**config.mk**
```make
export PLATFORM = sky130hd
export DESIGN_NAME = sr_stack
export DESIGN_NICKNAME = d
export VERILOG_FILES = /design/src/rtl/sr_stack.sv
export SDC_FILE = /design/constraint.sdc
export NUM_CORES = 1
export LEC_CHECK = 0
export CAP_MARGIN = 10
export CORE_ASPECT_RATIO = 0.5
export CORE_UTILIZATION = 30
export CTS_CLUSTER_SIZE = 40
export DETAILED_ROUTE_END_ITERATION = 10
export GPL_TIMING_DRIVEN = 0
export PLACE_DENSITY = 0.72
export SLEW_MARGIN = 30
export SYNTH_ARGS = -nofsm -noshare
export SYNTH_HDL_FRONTEND = slang
export SYNTH_SLANG_ARGS = --single-unit
```
**constraint.sdc**
```tcl
create_clock -name clk -period 1.8 [get_ports clk]
set_input_delay 0.36 -clock clk [delete_from_list [all_inputs] [get_ports clk]]
set_output_delay 0.36 -clock clk [all_outputs]
set_load 0.01 [all_outputs]
```
**src/rtl/sr_stack.sv**
```systemverilog
// sr_stack: exception-path status register.
// Holds a DEPTH-level stack of {s_u, ie} mode pairs. An exception pushes the stack and an rfe
// pops it. Also holds a software-writable interrupt mask, a nesting counter with a sticky
// overflow flag, and a registered interrupt request. Software gets a 32-bit read/write view.
module sr_stack #(
  parameter int unsigned DEPTH = 3,  // 2..8 mode-stack levels
  parameter int unsigned INT_W = 6   // 1..8 interrupt lines
) (
  input  logic             clk,
  input  logic             rst,        // synchronous, active-low
  input  logic             exception,
  input  logic             rfe,
  input  logic             sr_we,
  input  logic [31:0]      sr_wdata,
  input  logic [INT_W-1:0] int_pend,
  output logic [31:0]      sr_rdata,
  output logic             IE_c,
  output logic             s_u_c,
  output logic             irq,
  output logic             nest_ovf
);

  localparam int         NumLvl = int'(DEPTH);
  localparam logic [3:0] CntMax = 4'(DEPTH - 1);

  // Level 0 is the current mode, level 1 the previous one, and so on.
  logic [1:0]       r_entry [DEPTH];
  logic [1:0]       w_entry_d [DEPTH];
  logic [INT_W-1:0] r_im;
  logic [INT_W-1:0] w_im_d;
  logic [3:0]       r_cnt;
  logic [3:0]       w_cnt_d;
  logic             r_ovf;
  logic             w_ovf_d;
  logic             r_irq;
  logic             w_irq_d;

  // Bits of the write word that map to no field; folded here so none of them dangle.
  logic             w_unused_wdata;
  assign w_unused_wdata = ^sr_wdata;

  // Next state. Only the highest-priority event acts: exception, then rfe, then sr_we.
  always_comb begin
    w_entry_d = r_entry;
    w_im_d    = r_im;
    w_cnt_d   = r_cnt;
    w_ovf_d   = r_ovf;
    if (exception) begin
      for (int k = NumLvl - 1; k > 0; k--) begin
        w_entry_d[k] = r_entry[k-1];
      end
      w_entry_d[0] = 2'b00;
      // The count saturates at the deepest level; further nesting only sets the sticky flag.
      if (r_cnt == CntMax) begin
        w_ovf_d = 1'b1;
      end else begin
        w_cnt_d = r_cnt + 4'd1;
      end
    end else if (rfe) begin
      for (int k = 0; k < NumLvl - 1; k++) begin
        w_entry_d[k] = r_entry[k+1];
      end
      w_entry_d[NumLvl-1] = 2'b00;
      // A pop at zero depth still shifts the stack but leaves the count at zero.
      if (r_cnt != 4'd0) begin
        w_cnt_d = r_cnt - 4'd1;
      end
    end else if (sr_we) begin
      for (int k = 0; k < NumLvl; k++) begin
        w_entry_d[k] = sr_wdata[2*k +: 2];
      end
      w_im_d = sr_wdata[16 +: INT_W];
      // The overflow flag is write-1-to-clear. The count is read-only.
      if (sr_wdata[31]) begin
        w_ovf_d = 1'b0;
      end
    end
  end

  // Interrupt request uses the pre-edge enable and mask, so it lags their changes by one cycle.
  always_comb begin
    w_irq_d = r_entry[0][0] & (|(int_pend & r_im));
  end

  // State registers with synchronous active-low reset.
  always_ff @(posedge clk) begin
    if (!rst) begin
      for (int k = 0; k < NumLvl; k++) begin
        r_entry[k] <= (k == 0) ? 2'b11 : 2'b00;
      end
      r_im  <= '0;
      r_cnt <= 4'd0;
      r_ovf <= 1'b0;
      r_irq <= 1'b0;
    end else begin
      r_entry <= w_entry_d;
      r_im    <= w_im_d;
      r_cnt   <= w_cnt_d;
      r_ovf   <= w_ovf_d;
      r_irq   <= w_irq_d;
    end
  end

  // Read view assembled from state only; unmapped bits read as zero.
  always_comb begin
    sr_rdata = '0;
    for (int k = 0; k < NumLvl; k++) begin
      sr_rdata[2*k +: 2] = r_entry[k];
    end
    sr_rdata[16 +: INT_W] = r_im;
    sr_rdata[27:24]       = r_cnt;
    sr_rdata[31]          = r_ovf;
  end

  assign IE_c     = r_entry[0][0];
  assign s_u_c    = r_entry[0][1];
  assign irq      = r_irq;
  assign nest_ovf = r_ovf;

endmodule
```
Word-level counts from Yosys, hierarchy flattened:

Index checks and enable logic that the tools add are counted.

* register bits: 18
* word-level logic and storage cells: 39
* output and inout port bits: 36
* input bits: 43

* multiplexer cells: 12
* bitwise operators: 4
* equality and inequality tests: 4
* add/sub/neg operators: 2
* reductions and logical operators: 10

Operators by type and width (number)
* two-way mux 6 bit: 3
* two-way mux 4 bit: 4
* nonzero test 2 bit: 4
* AND 6 bit: 1
* AND reduction 3 bit: 2
* OR reduction 6 bit: 1
* two-way mux 1 bit: 5
* adder 4 x 1 -> 4 bit (second input constant): 1
* equality test 4 x 2 -> 1 bit (second input constant): 1
* inequality test 2 bit (second input constant): 2
* AND reduction 4 bit: 1
* nonzero test 4 bit: 1
* subtractor 4 x 1 -> 4 bit (second input constant): 1
* nonzero test 3 bit: 1
* inequality test 2 x 1 -> 1 bit (second input constant): 1
* inverter 1 bit: 2
* AND 1 bit: 1

Logic depth before layout (Yosys ltp):

Gate-level depths: netlist of the first run.

* depth in word-level cells: 4
* mapped depth: 7
* depth with buffers taken out: 6

Worst setup path after synthesis of the first run:

No wires, ideal clock.

* kind: input to register
* start: input port exception
* end: register r_cnt[3]
* cell stages on the path: 7
* setup slack: 211 ps
* data arrival time: 1525 ps
* buffers on the path: 1
* setup time: 64 ps
* data required time: 1736 ps
* cell sequence: buf_6 > inv_2 > ha_1 > a21oi_1 > nand2_1 > mux2_1 > nand4_1

* word-level cells in the longest chain between the ends: 2
* elaborated cells between the ends (all ways): 5
* those cells by class: 1 x eq/ne; 1 x mux; 3 x reduce/logical

Ends and longest elaborated chain
* from (decl): line 11 `input logic exception,`
* inequality test 2 bit (no source line) or nonzero test 2 bit (tied branches)
* AND reduction 3 bit (no source line)
* to (signal assigned): line 98 `r_cnt <= w_cnt_d;`
* to (decl): line 31 `logic [3:0] r_cnt;`

Parallel ways exist; a longest one is shown, timed or not.
A chain may end at the register's enable or synchronous reset.

Worst setup path in the final report of the first run:

* start: register r_cnt[1]
* end: output port sr_rdata[25]

RTL lines
* to (decl): line 16 `output logic [31:0] sr_rdata,`

No word-level cell between the ends.

==> metrics.csv, run 1 <==
metric,value,unit
async set-reset flop share out of synthesis,0,
final period utilization,0.939,
vias in the first global route,884,
metal3 WL,131,um
crit path launch type,flip-flop,
clock network fraction of total power,0.216,
syn avg cell area,8.68,sq um
Synth Flop Type,dfxtp_1,
total gr overflow,0,
CP endpoint kind,output pin,
largest family of logic cells by synthesized area,simple AND/OR/NAND/NOR gates,
Fillers,324,
Top delay family on crit path,buffers and inverters,
# rows,14,
Synth top area share,0.335,
multiplexer share of the synthesized area,0.0965,
Internal,1.02,mW
CP Max Fanout,7,
Leakage,0.699,nW
WP buf/inv,1,
routed len/inst,10.9,um
largest cells by area after synthesis,"dfxtp_1 33%, buf_4 13%, nand2_1 7.0%",
Die W,86.7,um
TritonCTS Buffers,3,
die height,44.4,um
Cell variety after synth,32,
PnR Total Power,1.52,mW
Hold Fails Final Rpt,0,
fraction of the mapped netlist area in simple logic gates,0.191,
first-pass GRT wire length,4090,um
worst hold slack,477,ps
drt drc,0,
Sum Neg Setup Slack,0,ps
Commonest cells post-synth,"20 x nand2_1, 19 x buf_4, 18 x dfxtp_1",
Worst EP required,1440,ps
"count leader, synth",nand2_1,
detailed-route via count,1005,
CTS Root Cell,clkbuf_8,
Die Footprint,3840,sq um
Sequential Power Share,0.366,
Switch Pwr,0.498,mW
Place WS,-499,ps
vias per cell,4.29,
crit-path cells,clkdlybuf4s50_1,
"Seq/Total Area, Yosys",0.335,
uppermost layer routed,met4,
Compound-Gate Fraction of Synth Area,0.158,
critical path type,reg -> out,
peak supply drop,0.390,mV
Area Overhead vs Synth,57.9,%
RSZ-0062 raised after global routing,false,
Post-Route Utilization,0.530,
Post-DRT Antenna Nets,0,
n_diodes,0,
Fin Clk Skew,1.73,ps
post-synthesis cell count,124,
final worst slack,110,ps
Logic pwr share,0.418,
Peak Freq,592,MHz
Final nets,233,
IO buf count,43,
Hold Crit Class,reg -> reg,
clock buffer depth,2,
htree depth,1,
xor/xnor share of the synthesized area,0.0163,
Synthesis Warnings,0,
layout cells sized above 1,0.188,
CP max stage cell,clkdlybuf4s50_1,
delay of the slowest critical-path stage,600,ps
maxcap violations,0,
1st-pass router iterations,4,
Adder-Cell Fraction of Synth Area,0.0419,
"Clk Latency, worst-skew pair",250,ps
Final Wtd Congestion,0.731,
"EDFF count, synth",0,
Net Sw Frac,0.328,
CTS tree,built,
Final Max Slew Viols,0,
met2 WL,1230,um
cell taking the most area after synthesis,dfxtp_1,
Pwr Density,893,nW/um^2
min Tclk post-route,1690,ps
run status,completed,
Final setup viols,0,
io pins,79,
Post-Syn Area,1080,sq um
largest net degree at the start of global routing,11,
initial antenna violation count,0,
Initial Util,0.336,
"Clk pin slew, worst setup/hold paths",70,ps
core area,3210,sq um
CTS sink count,18,
final wirelength,2540,um
"flops & latches, synth",18,
initial DRC count,50,
global-route usage over all layers,0.142,
DRT met1 WL,1160,um
DPL Wire Length,2030,um
WP data arrival,1330,ps
[per-stage QoR]
stage	cells	cell area [sq um]
2_1_floorplan	138	1130
3_3_place_gp	229	1620
3_5_place_dp	229	1620
4_1_cts	234	1700
5_1_grt	234	1700
6_report	234	1700
[power by group through the flow]
stage          logic [mW]  clock network [mW]  registers (mW)
6_report            0.634               0.327           0.556
5_1_grt             0.697               0.350           0.569
4_1_cts             0.633               0.333           0.555
3_5_place_dp        0.604                   0           0.559
3_3_place_gp        0.591                   0           0.556
2_1_floorplan       0.346                   0           0.571
[path summary, 6_finish.rpt]
check | startpoint | to | slack (ps) | cells past startpoint
worst max register to register | r_cnt[1] | r_cnt[1] | 290 | 4
worst max-delay path | r_cnt[1] | sr_rdata[25] | 110 | 1
worst min register to register | r_im[5] | r_im[5] | 480 | 2
worst min-delay path | r_im[5] | r_im[5] | 480 | 2
[sequential cells by signal, indices dropped and copies added (netlist names)]
register and flops:
sr_rdata 4, irq 1, s_u_c 1, nest_ovf 1
IE_c 1, r_im 6, r_cnt 4
[cell usage in the layout, fill, tap and decap left out, drive strengths merged, types with 5 or more instances in the layout]
master         synthesis  routed
a21boi                 6       6
a21oi                  5       5
a22oi                  5       5
buf                   21      22
clkbuf                 2       6
clkdlybuf4s50          0      42
conb                   1      15
dfxtp                 18      18
mux2i                  7       7
nand2                 20      20
nor2b                  6       6
o21ai                  5       5
[cells by family (layout without fill, tap and decap cells)]
logic type,count (synthesis),count (layout)
AOI/OAI and AO/OA,25,25
and+or+nand+nor,41,41
DFF,18,18
adders and majority gates,3,3
muxes,10,10
buffers and inverters,24,72
xor gates and xnor gates,2,2
other,1,15
[layout make-up]
type / count / area [sq um] / share of cell area
buffer: 23 / 166 / 0.0979
clock buffer: 4 / 55.1 / 0.0324
inverter: 1 / 6.26 / 0.00368
multi-input combinational: 96 / 614 / 0.362
sequential: 18 / 360 / 0.212
tap: 48 / 60.1 / 0.0353
timing repair buffer: 44 / 437 / 0.257
[routing by layer]
| layer | up-vias | global-route usage |
|---|---|---|
| met3 | 2 | 0.0392 |
| li1 | 523 | - |
| met5 | - | 0 |
| met2 | 28 | 0.251 |
| met1 | 452 | 0.173 |
| met4 | 0 | 0.0400 |
[repair_timing]
item / CTS / global route
buffers inserted: 1 / 0
resized for setup: 5 / 0
setup endpoints to repair: 2 / 0
hold buffers: 0 / 0
No activity file was read; power rests on OpenSTA's default activity.
==> run 2: changes to the inputs <==
--- a/config.mk
+++ b/config.mk
@@ -5,7 +5,6 @@
 export SDC_FILE = /design/constraint.sdc
 export NUM_CORES = 1
 export LEC_CHECK = 0
-export CAP_MARGIN = 10
 export CORE_ASPECT_RATIO = 0.5
 export CORE_UTILIZATION = 30
 export CTS_CLUSTER_SIZE = 40
==> results of run 2 <==
No change in the layout: final DEF, timing and power equal those of run 1.
==> variant: new RTL, flow settings as in run 2 <==
Change the parameter `INT_W` from 6 to 8.
--- a/src/rtl/sr_stack.sv
+++ b/src/rtl/sr_stack.sv
@@ -4,7 +4,7 @@
 // overflow flag, and a registered interrupt request. Software gets a 32-bit read/write view.
 module sr_stack #(
   parameter int unsigned DEPTH = 3,  // 2..8 mode-stack levels
-  parameter int unsigned INT_W = 6   // 1..8 interrupt lines
+  parameter int unsigned INT_W = 8   // 1..8 interrupt lines
 ) (
   input  logic             clk,
   input  logic             rst,        // synchronous, active-low
Interface: changed (resized int_pend); port bits go from 79 to 81. The function was not compared with the original's and may differ.
==> variant against run 2 <==
Total power shrank 3.8%; maximum frequency down 3.1%; final area grew 5.4%; routed wire length up 6.6%; non-clock buffer count grew 3; worst setup slack lost 54 ps; synthesized area up 3.8%; die area up 3.7%; sequential cell count up 2; largest power group is now registers.
==> variant: results (changes against run 2) <==
multi_input_area_share: 0.344  # -0.0177
min_path_cells: 3  # +1
whs_endpoint: "sr_rdata[4]"
synth.mux.area_fraction: 0.0896  # -0.00693
crit_path_end: "r_cnt[3]"
nFlopsAndLatches: 20  # +2
synth_xor_area_frac: 0.00784  # -0.00844
ir_worst_vdd_uv: 272  # -30%
signal_buffers: 70  # +4.5%
drive_above_1_share: 0.155  # -0.0327
post_cts_buffers: 0  # -1
grt_max_degree: 12  # +1
place_area_mm2: 0.00172  # +6.0%
largest_reg_flops: 8  # +2
synth.distinct_cells: 30  # -6.3%
nonClkBufAreaFrac: 0.358  # +0.00356
clk_share: 0.0307  # -0.00165
ys_top_cells_by_count: "23 x nand2_1, 20 x dfxtp_1, 17 x buf_4"
dp_slack_ps: -331  # +168 ps
nets: 242  # +3.9%
r2r_cells: 5  # +1
synth_fa_ha_area_frac: 0.0403  # -0.00155
vias: 1057  # +5.2%
cp.arrival_ps: 1930  # +600 ps
hold_class: "input pin to flip-flop"
portBuffers: 49  # +14%
grt_pass1_vias: 875  # -1.0%
regToRegStartpoint: "r_cnt[2]"
max_stage_delay_ps: 540  # -60 ps
ff2ff_setup_slack_ps: 350  # +60 ps
clock_skew_ps: 0.761  # -0.966 ps
synth_compound_area_frac: 0.198  # +0.0401
drtIter0Drc: 65  # +30%
hpwl_mm: 2.11  # +3.9%
grt_pass1_wl_mm: 3.98  # -2.7%
place_congestion: 0.773  # +5.8%
run_status: "finished clean"
post_cts_resized: 2  # -3
power.internal_mw: 1.01  # -0.73%
startpoint: "exception"
period_share: 0.969  # +0.0303
ys_seq_area_frac: 0.358  # +0.0235
## variant: changes by cell type in the layout (fill, tap and decap cells not counted), sizes merged, moves of 3 or more
cell and change:
nand3 -3, a21boi +3, mux2i +3, mux2 -3, nand4 -3, nand2 +4, o41ai +3, buf -3
clkdlybuf4s50 +7
## variant: power groups by stage
stage	combinational (mW)	clock, mW	sequential (mW)
finish	0.537	0.340	0.581
global route	0.581	0.370	0.594
CTS	0.535	0.347	0.582
detailed placement	0.513	0	0.586
global placement	0.499	0	0.585
floorplan	0.265	0	0.601
## variant: stage by stage
step	util	hold slack [ps]	cells	total power [mW]
2_1_floorplan	-	492	140	0.866
6_report	0.513	479	244	1.46
4_1_cts	0.512	478	244	1.46
3_3_place_gp	0.492	465	240	1.08
3_5_place_dp	0.492	478	240	1.10
5_1_grt	0.513	484	244	1.54
## variant: per-layer routing
layer	track usage	vias up	part of all wire
met2	0.223	41	0.48
met3	0.0329	0	0.064
met5	0	-	0
li1	-	540	-
met1	0.171	476	0.45
met4	0.0194	0	0
